## config.mk

```make
export PLATFORM = sky130hd
export DESIGN_NAME = pipelined_cla_addsub
export DESIGN_NICKNAME = d
export VERILOG_FILES = /design/src/rtl/pipelined_cla_addsub.sv
export SDC_FILE = /design/constraint.sdc
export NUM_CORES = 1
export LEC_CHECK = 0
export ABC_AREA = 0
export CAP_MARGIN = 20
export CORE_MARGIN = 2
export CORE_UTILIZATION = 50
export DETAILED_ROUTE_END_ITERATION = 12
export PLACE_DENSITY = 0.84
export SYNTH_ARGS = -nofsm -noshare
export SYNTH_HDL_FRONTEND = slang
export SYNTH_SLANG_ARGS = --single-unit
```

## constraint.sdc

```tcl
create_clock -name clk -period 3.2 [get_ports clk]
set_input_delay 0.32 -clock clk [delete_from_list [all_inputs] [get_ports clk]]
set_output_delay 0.32 -clock clk [all_outputs]
set_load 0.01 [all_outputs]
```

## src/rtl/pipelined_cla_addsub.sv

```systemverilog
// rtl/pipelined_cla_addsub.sv - pipelined WIDTH-bit carry-lookahead adder/subtractor
// Optional ovf/zero outputs are built when CLA_FLAGS_EN is defined.
module pipelined_cla_addsub #(
    parameter int WIDTH = 16,
    parameter int BLOCK = 4
) (
    input  logic             clk,
    input  logic             reset,
    input  logic             in_valid,
    output logic             in_ready,
    input  logic [WIDTH-1:0] x,
    input  logic [WIDTH-1:0] y,
    input  logic             mode,
    input  logic             cin,
    output logic             out_valid,
    input  logic             out_ready,
    output logic [WIDTH-1:0] sum,
    output logic             cout
`ifdef CLA_FLAGS_EN
    ,
    output logic             ovf,
    output logic             zero
`endif
);
    localparam int NB = WIDTH / BLOCK;

    logic en;

    // The whole pipe advances or holds as one; bubbles are never squeezed out.
    assign en       = ~out_valid | out_ready;
    assign in_ready = en & ~reset;

    for (genvar k = 0; k < NB; k++) begin : g_st
        localparam int LO = k * BLOCK;
        localparam int HI = LO + BLOCK;

        logic [WIDTH-1:LO] x_src;
        logic [WIDTH-1:LO] y_src;
        logic              mode_src;
        logic              c_src;
        logic              vld_src;
        logic [BLOCK-1:0]  yb;
        logic [BLOCK-1:0]  s;
        logic              co;
        logic [HI-1:0]     res_d;
        logic [HI-1:0]     res_q;
        logic              c_q;
        logic              vld_q;

        if (k == 0) begin : g_in
            assign x_src    = x;
            assign y_src    = y;
            assign mode_src = mode;
            assign c_src    = cin;
            assign vld_src  = in_valid;
            assign res_d    = s;
        end else begin : g_in
            assign x_src    = g_st[k-1].g_fwd.x_q;
            assign y_src    = g_st[k-1].g_fwd.y_q;
            assign mode_src = g_st[k-1].g_fwd.mode_q;
            assign c_src    = g_st[k-1].c_q;
            assign vld_src  = g_st[k-1].vld_q;
            assign res_d    = {s, g_st[k-1].res_q};
        end

        assign yb = y_src[HI-1:LO] ^ {BLOCK{mode_src}};

        cla_slice #(.BLOCK(BLOCK)) u_slice (
            .a_i (x_src[HI-1:LO]),
            .b_i (yb),
            .c_i (c_src),
            .s_o (s),
            .c_o (co)
        );

        always_ff @(posedge clk or posedge reset) begin
            if (reset) begin
                vld_q <= 1'b0;
                c_q   <= 1'b0;
                res_q <= '0;
            end else if (en) begin
                vld_q <= vld_src;
                c_q   <= co;
                res_q <= res_d;
            end
        end

        // Operand bits still waiting for their slice travel down with the op.
        if (k < NB - 1) begin : g_fwd
            logic [WIDTH-1:HI] x_q;
            logic [WIDTH-1:HI] y_q;
            logic              mode_q;

            always_ff @(posedge clk or posedge reset) begin
                if (reset) begin
                    x_q    <= '0;
                    y_q    <= '0;
                    mode_q <= 1'b0;
                end else if (en) begin
                    x_q    <= x_src[WIDTH-1:HI];
                    y_q    <= y_src[WIDTH-1:HI];
                    mode_q <= mode_src;
                end
            end
        end

`ifdef CLA_FLAGS_EN
        if (k == NB - 1) begin : g_flags
            logic ovf_q;
            logic zero_q;

            always_ff @(posedge clk or posedge reset) begin
                if (reset) begin
                    ovf_q  <= 1'b0;
                    zero_q <= 1'b0;
                end else if (en) begin
                    ovf_q  <= (x_src[WIDTH-1] == yb[BLOCK-1]) && (s[BLOCK-1] != x_src[WIDTH-1]);
                    zero_q <= (res_d == '0);
                end
            end
        end
`endif
    end

    assign out_valid = g_st[NB-1].vld_q;
    assign sum       = g_st[NB-1].res_q;
    assign cout      = g_st[NB-1].c_q;

`ifdef CLA_FLAGS_EN
    assign ovf  = g_st[NB-1].g_flags.ovf_q;
    assign zero = g_st[NB-1].g_flags.zero_q;
`endif

endmodule

// One BLOCK-bit slice: every carry is a flat sum of generate/propagate products.
module cla_slice #(
    parameter int BLOCK = 4
) (
    input  logic [BLOCK-1:0] a_i,
    input  logic [BLOCK-1:0] b_i,
    input  logic             c_i,
    output logic [BLOCK-1:0] s_o,
    output logic             c_o
);
    logic [BLOCK-1:0] g;
    logic [BLOCK-1:0] p;
    logic [BLOCK:0]   c;
    logic             acc;
    logic             pr;

    assign g = a_i & b_i;
    assign p = a_i ^ b_i;

    always_comb begin
        c    = '0;
        acc  = 1'b0;
        pr   = 1'b0;
        c[0] = c_i;
        for (int i = 0; i < BLOCK; i++) begin
            acc = g[i];
            pr  = p[i];
            for (int j = i - 1; j >= 0; j--) begin
                acc = acc | (pr & g[j]);
                pr  = pr & p[j];
            end
            c[i+1] = acc | (pr & c_i);
        end
    end

    assign s_o = p ^ c[BLOCK-1:0];
    assign c_o = c[BLOCK];

endmodule

```

* Word level (Yosys, flattened, before mapping)
Cells that the tools add are included.
Storage, ports and cells: register bits 99, bits of input ports 38, word-level logic and storage cells 145, output and inout port bits 19
Operators by class: bitwise logic cells 124
Operators with widths (number):
- 1-bit bitwise AND | 65
- 4-bit bitwise XOR | 12
- 1-bit bitwise OR | 41
- 4-bit bitwise AND | 4
- 1-bit inverter | 2

* Longest topological paths before layout
Gate-level depths: netlist (run 1).
depth in word-level cells 7, mapped depth 7, gate-level depth less buffers 6

* Cells and area by module
A second synthesis (run 1) with hierarchy kept.
Unflattened totals: cells, all modules 292, area total of the unflattened synthesis 4914.7 um^2
Modules (own cells, without submodules):
- pipelined_cla_addsub | instances 1, area each 4354.2 um^2, cells an instance 232, sequential area each 2477.4 um^2
- cla_slice at g_st[0].u_slice ... | instances 2, area each 147.6 um^2, cells an instance 17, sequential area each 0.0 um^2
- cla_slice at g_st[2].u_slice ... | instances 2, area each 132.6 um^2, cells an instance 13, sequential area each 0.0 um^2

* Worst setup path after synthesis (run 1)
OpenSTA, ideal clock, no wires.
path type reg-to-reg, start point reg g_st[0].g_fwd.mode_q, end point reg g_st[1].c_q, buffers on the path 1, library setup time 137 ps, period minus slack after synthesis 1759 ps, arrival time 1622 ps, stages on the path, launching flop included 8, data required time 3063 ps, path slack 1441 ps, cell sequence dfrtp_1 > clkbuf_1 > xor2_1 > ha_1 > a211oi_1 > o21bai_1 > a21oi_1 > a21oi_1
Between the ends: word-level cells in the longest chain between the ends 7, elaborated cells between the ends (all ways) 14, those cells by class bitwise: 14
RTL lines:
- start: declaration | RTL line 92 | logic mode_q;
- start signal: assignment | RTL line 102 | mode_q <= mode_src;
- 4-bit bitwise XOR * | RTL line 66 | assign yb = y_src[HI-1:LO] ^ {BLOCK{mode_src}};
- 4-bit bitwise XOR or 4-bit bitwise AND (tied branches) | RTL line 153, 152
- 1-bit bitwise AND, on equally long branches | RTL line 164, 165
- 1-bit bitwise OR (tied with other cells) (2 in a row) | RTL line 164 | acc = acc | (pr & g[j]);
- 1-bit bitwise OR or 1-bit bitwise AND (tied branches) | RTL line 164, 167
- 1-bit bitwise OR * | RTL line 167 | c[i+1] = acc | (pr & c_i);
- end signal: assignment | RTL line 83 | c_q <= co;
- end: declaration | RTL line 47 | logic c_q;
Every way passes the cells marked *; elsewhere a longest branch is shown, timed or not. A chain may end at the register's enable or synchronous reset.

* Final worst setup path (run 1)
start point reg g_st[2].g_fwd.mode_q, end point reg g_st[3].c_q, in the netlist cout
Between the ends: word-level cells in the longest chain between the ends 7, elaborated cells between the ends (all ways) 14, those cells by class bitwise: 14
RTL lines (RTL line):
- start: declaration | 92
- start signal: assignment | 102
- 4-bit bitwise XOR * | 66
- 4-bit bitwise XOR or 4-bit bitwise AND (tied branches) | 153, 152
- 1-bit bitwise AND, on equally long branches | 164, 165
- 1-bit bitwise OR (tied with other cells) (2 in a row) | 164
- 1-bit bitwise OR or 1-bit bitwise AND (tied branches) | 164, 167
- 1-bit bitwise OR * | 167
- end signal: assignment | 83
- end: declaration | 47
Marked as above.

==> impl_metrics.json, run 1 <==
{
  "status": "complete, no violations",
  "grt_setup_unrepaired": "false",
  "crit_top_cell": "a21oi_1",
  "cts_buffer_depth": 2,
  "synth_common_cells": "246 x nand2_1, 99 x dfrtp_1, 18 x xor2_1",
  "finalWorstSetupSlack_ps": 1260,
  "relSlewSlack_pct": 44.7,
  "clk_pin_slew_ps": 90,
  "num_vias": 3172,
  "power_switching_w": 0.00193,
  "period_minus_slack_ps": 1940,
  "use_met3_pct": 4.22,
  "static-leakage-power_nw": 2.65,
  "period_share_pct": 60.7,
  "syn_nets": 540,
  "clkPwrFrac_pct": 15.9,
  "avgSynthCellArea_um2": 9.11,
  "cts_made_buffers": 9,
  "die_w_um": 97.7,
  "wl_um": 8070,
  "async_reset_ff_share_pct": 100,
  "cts_setup_buffers": 0,
  "drt_iter0_markers": 195,
  "die-height_um": 97.7,
  "cts_max_level": 3,
  "dieArea_mm2": 0.00955,
  "worst_pin_slew_ps": 829,
  "use_met1_pct": 22.4,
  "crit_arrival_ps": 2200,
  "cp_max_fo": 5,
  "initial_core_util_pct": 50.9,
  "cts_resized": 0,
  "finish.utilization_pct": 60.4,
  "critPathLaunchType": "register",
  "drv_cap": 0,
  "port_buffers": 56,
  "worstSetupPathType": "register to register",
  "dp_hpwl_um": 5670,
  "synthCells": 482,
  "cts_tree": "built",
  "synth_largest_area_cell": "dfrtp_1",
  "synth.cell_area_mm2": 0.00439,
  "top_usage_layer": "met2",
  "yosysMostFrequentCell": "nand2_1",
  "boundaryPins": 57,
  "ys_ff_latch": 99,
  "clock_sinks": 99,
  "power_frac_comb_pct": 41.9,
  "required_ps": 3460,
  "synthTopCellsByArea": "dfrtp_1 56%, nand2_1 21%, ha_1 4.6%, xor2_1 3.6%, fa_1 1.8%",
  "drc": 0,
  "p_per_area_mw_per_mm2": 979,
  "diodes": 0,
  "ant_nets": 0,
  "track_usage_pct": 18.3,
  "grtUsageMet2_pct": 31.7,
  "internal_power_w": 0.00317,
  "first_pass_iters": 4,
  "setup_viol": 0,
  "coreArea_mm2": 0.00864,
  "worstSetupEndpointType": "register",
  "drive_above_1_share_pct": 4.50,
  "place.gp.congestion": 0.843,
  "grt_max_degree": 95,
  "synth_edf_count": 0,
  "root_buffer": "clkbuf_8",
  "slew_viol_final": 0,
  "yosysWarnings": 0,
  "rows": 34,
  "fin_nets": 586,
  "wire_per_inst_um": 12.6,
  "hold_viol": 0,
  "grt_pass1_vias": 3196,
  "holdCritPathClass": "register to register",
  "cpMaxStageDelayCell": "dfrtp_1",
  "peakVddDrop_uv": 395,
  "ys_seq_area_share_pct": 56.4,
  "grt_remaining_overflow": 0,
  "fillers": 744,
  "viasPerCell": 4.95,
  "grt_pass1_wl_um": 14000,
  "yosysUniqueCellTypes": 20,
  "syn_to_final_growth_pct": 18.7,
  "clk-insertion-delay-late_ps": 370,
  "fmax_ghz": 0.515,
  "antenna_found_initial": 0,
  "p_sw_share_pct": 37.9,
  "synth_top_area_share_pct": 56.4,
  "path_cells": "xor2_1, ha_1, a211oi_1, o21bai_1, a21oi_1, a21oi_1",
  "ctsHoldBuffers": 0,
  "seqPwrFrac_pct": 42.1,
  "finClkSkew_ps": 9.98,
  "critPathMaxStageDelay_ps": 490,
  "pre_cts_ws_ps": 894,
  "setup_tns_ps": 0,
  "synthFlopType": "dfrtp_1"
}
power groups by stage:
stage	clock network, W	registers, W	logic (W)
floorplan	0	0.00212	0.00151
global placement	0	0.00215	0.00200
detailed placement	0	0.00218	0.00215
CTS	0.000827	0.00216	0.00216
global route	0.000882	0.00222	0.00243
finish	0.000812	0.00215	0.00214
path summary, 6_finish.rpt:
path	from	to	slack, ps	cells past startpoint
max	g_st[2].g_fwd.mode_q$_DFFE_PP0N_	cout$_DFFE_PP0N_	1260	6
min	g_st[0].g_fwd.x_q[10]$_DFFE_PP0N_	g_st[1].g_fwd.x_q[10]$_DFFE_PP0N_	470	2
max reg2reg	g_st[2].g_fwd.mode_q$_DFFE_PP0N_	cout$_DFFE_PP0N_	1260	6
min reg2reg	g_st[0].g_fwd.x_q[10]$_DFFE_PP0N_	g_st[1].g_fwd.x_q[10]$_DFFE_PP0N_	470	2
max in group asynchronous	reset	g_st[1].res_q[3]$_DFFE_PP0N_	1960	3
min in group asynchronous	reset	sum[4]$_DFFE_PP0N_	490	2
sequential cells by signal, summed over array words and instances, names as in the netlist:
signal	cells
g_st.g_fwd.x_q	24
g_st.g_fwd.y_q	24
g_st.res_q	24
sum	16
g_st.c_q	3
g_st.g_fwd.mode_q	3
g_st.vld_q	3
cout	1
out_valid	1
cell usage in the layout, fill, tap and decap left out:
| cell type | synthesis | routed |
|---|---|---|
| buf_4 | 5 | 4 |
| nand2b_4 | 0 | 1 |
| clkinv_2 | 0 | 2 |
| xnor2_1 | 6 | 6 |
| ha_1 | 16 | 16 |
| dfrtp_1 | 99 | 99 |
| bufinv_16 | 0 | 1 |
| nor2_1 | 9 | 9 |
| a211oi_1 | 8 | 8 |
| a21oi_1 | 12 | 12 |
| clkdlybuf4s50_1 | 0 | 56 |
| o21bai_1 | 4 | 4 |
| clkinv_4 | 0 | 2 |
| inv_4 | 0 | 1 |
| fa_1 | 4 | 4 |
| xor2_1 | 18 | 18 |
| a21o_1 | 4 | 4 |
| buf_12 | 0 | 1 |
| nor2b_4 | 0 | 1 |
| clkinvlp_4 | 0 | 1 |
| nand2b_1 | 2 | 1 |
| inv_1 | 7 | 6 |
| o21ai_1 | 4 | 4 |
| clkbuf_8 | 0 | 10 |
| nand2_1 | 246 | 246 |
| o21ai_0 | 16 | 16 |
kinds of logic after synthesis:
logic type	after synthesis	synth area share, %
buffers and inverters	33	3.85
adder cells (fa/ha/maj)	20	6.38
XOR/XNOR	24	4.78
AO/OA/AOI/OAI	48	6.38
AND/OR/NAND/NOR	258	22.2
flip-flops	99	56.4
routing by layer:
metal  share of wire, %  vias up
li1                   -     1592
met5                  0        -
met2                 50       53
met1                 45     1511
met4                2.2        0
met3                3.3       16
area by class of cell:
cell class | count | area (um^2) | area share [%]
inverters | 7 | 28.8 | 0.552
repair buffers | 61 | 611 | 11.7
clock inverters | 6 | 65.1 | 1.25
clock buffers | 10 | 138 | 2.64
well taps | 108 | 135 | 2.59
multi-input cells | 350 | 1760 | 33.8
flip-flops and latches | 99 | 2480 | 47.5
per-stage QoR:
step           cell area [um^2]  total power, W  hold WS [ps]  std cells
6_report                   5220         0.00510           467        641
5_1_grt                    5220         0.00553           476        641
4_1_cts                    5220         0.00514           465        641
3_5_place_dp               5010         0.00433           455        625
3_3_place_gp               5010         0.00415           442        625
2_1_floorplan              4390         0.00363           430        482
worst max-delay path: cells and delay by family (launching register included):
kind / cells / cell delay, ps
flip-flops: 1 / 490
AO/OA/AOI/OAI: 4 / 820
XOR/XNOR: 1 / 230
adder cells (fa/ha/maj): 1 / 280
No activity file was read; power rests on OpenSTA's default activity.
==> run 2: changes to the inputs <==
Clock period 3.2 ns to 2 ns, I/O delays scaled along.
==> impl_metrics.json, run 2 (synthesis results as in run 1) <==
{
  "status": "complete, no violations",
  "use_met3_pct": 4.94,
  "static-leakage-power_nw": 2.70,
  "crit_top_cell": "o21ai_0",
  "wl_um": 8570,
  "cts_setup_buffers": 0,
  "num_vias": 3244,
  "critPathLaunchType": "register",
  "dieArea_mm2": 0.00955,
  "use_met1_pct": 24.6,
  "crit_arrival_ps": 2210,
  "fmax_ghz": 0.519,
  "power_switching_w": 0.00318,
  "root_buffer": "clkbuf_8",
  "peakVddDrop_uv": 587,
  "diodes": 0,
  "cts_made_buffers": 9,
  "first_pass_iters": 4,
  "clk-insertion-delay-late_ps": 370,
  "clock_sinks": 99,
  "die-height_um": 97.7,
  "port_buffers": 56,
  "period_share_pct": 96.4,
  "relSlewSlack_pct": 67.0,
  "cp.buffers_inverters": 0,
  "clkPwrFrac_pct": 17.4,
  "power_frac_comb_pct": 41.6,
  "drc": 0,
  "holdCritPathClass": "input pin to async pin",
  "cts_resized": 0,
  "ant_nets": 0,
  "grt_setup_unrepaired": "false",
  "boundaryPins": 57,
  "required_ps": 2280,
  "cp_max_fo": 6,
  "critPathTopFamily": "compound AO/OA/AOI/OAI gates",
  "cts_max_level": 3,
  "period_minus_slack_ps": 1930,
  "drive_above_1_share_pct": 5.95,
  "internal_power_w": 0.00526,
  "grt_pass1_vias": 3242,
  "top_regs": "g_st.g_fwd.x_q (24), g_st.g_fwd.y_q (24), g_st.res_q (24)",
  "path_cells": "xor2_1, ha_1, o21ai_0, o21bai_1, xnor2_1, o21ai_0",
  "clk_pin_slew_ps": 100,
  "ctsHoldBuffers": 0,
  "top_usage_layer": "met2",
  "p_sw_share_pct": 37.7,
  "coreArea_mm2": 0.00864,
  "worstSetupEndpointType": "register",
  "fillers": 712,
  "grt_max_degree": 57,
  "syn_to_final_growth_pct": 21.8,
  "grtUsageMet2_pct": 32.9,
  "total_power_w": 0.00845,
  "viasPerCell": 5.02,
  "fin_nets": 591,
  "place.gp.congestion": 0.810,
  "cpMaxStageDelayCell": "dfrtp_1",
  "setup_tns_ps": 0,
  "worst_pin_slew_ps": 495,
  "worstSetupPathType": "register to register",
  "hold_viol": 0,
  "final_cell_mix": "246 x nand2_1, 98 x dfrtp_1, 56 x clkdlybuf4s50_1",
  "drv_cap": 0,
  "seqPwrFrac_pct": 41.0,
  "dp_hpwl_um": 5950,
  "track_usage_pct": 19.6,
  "critPathMaxStageDelay_ps": 490,
  "initial_core_util_pct": 50.9,
  "p_per_area_mw_per_mm2": 1580,
  "finClkSkew_ps": 7.20,
  "slew_viol_final": 0,
  "grt_pass1_wl_um": 14900,
  "die_w_um": 97.7,
  "antenna_found_initial": 0,
  "final_common_cell": "nand2_1",
  "wire_per_inst_um": 13.3,
  "rows": 34,
  "drt_iter0_markers": 167,
  "cts_tree": "built",
  "cts_buffer_depth": 2,
  "grt_remaining_overflow": 0,
  "setup_viol": 0
}
[run 2: cell types whose count changed in the layout (fill, tap and decap cells not counted), sizes merged]
cell,previous run,this run
inv,7,8
bufinv,1,2
clkinv,4,1
buf,5,10
clkinvlp,1,2
[run 2: power by group through the flow]
| stage | sequential [W] | combinational, W | clock [W] |
|---|---|---|---|
| 6_report | 0.00346 | 0.00352 | 0.00147 |
| 5_1_grt | 0.00359 | 0.00396 | 0.00159 |
| 4_1_cts | 0.00346 | 0.00352 | 0.00151 |
| 3_5_place_dp | 0.00350 | 0.00344 | 0 |
| 3_3_place_gp | 0.00345 | 0.00322 | 0 |
| 2_1_floorplan | 0.00339 | 0.00242 | 0 |
[run 2: per-stage QoR]
step / hold WS, ps / std cells / utilization, % / cell area [um^2] / setup slack (ps)
floorplan: 312 / 482 / - / 4400 / 241
global placement: 440 / 630 / 59.1 / 5100 / 63.9
detailed placement: 447 / 630 / 59.1 / 5100 / -69.6
CTS: 191 / 646 / 61.8 / 5340 / 35.0
global route: 201 / 646 / 62.0 / 5350 / 6.43
finish: 201 / 646 / 62.0 / 5350 / 72.7
[run 2: final timing paths]
check                                            startpoint                          endpoint  slack, ps  cells after the start
min                                                   reset               sum[11]$_DFFE_PP0N_        200                      2
min in group clk                                       y[8]  g_st[0].g_fwd.y_q[8]$_DFFE_PP0N_        350                      3
max in group asynchronous                             reset  g_st[1].g_fwd.mode_q$_DFFE_PP0N_       1280                      3
max                        g_st[0].g_fwd.mode_q$_DFFE_PP0N_      g_st[1].res_q[7]$_DFFE_PP0N_         70                      6
min reg2reg                       g_st[2].vld_q$_DFFE_PP0N_         g_st[2].vld_q$_DFFE_PP0N_        460                      2
max reg2reg                g_st[0].g_fwd.mode_q$_DFFE_PP0N_      g_st[1].res_q[7]$_DFFE_PP0N_         70                      6
[run 2: cell type report]
type                    instances  area, um^2  area share (%)
repair buffers                 66         698            13.0
multi-input cells             350        1770            33.2
well taps                     108         135            2.53
flip-flops and latches         99        2480            46.3
clock inverters                 6        96.3            1.80
clock buffers                  10         138            2.57
inverters                       7        30.0           0.561
[run 2: per-layer routing]
metal	part of all wire, %	up-vias
met5	0	-
met4	1.8	0
met3	4.3	12
met2	51	72
met1	43	1555
li1	-	1605
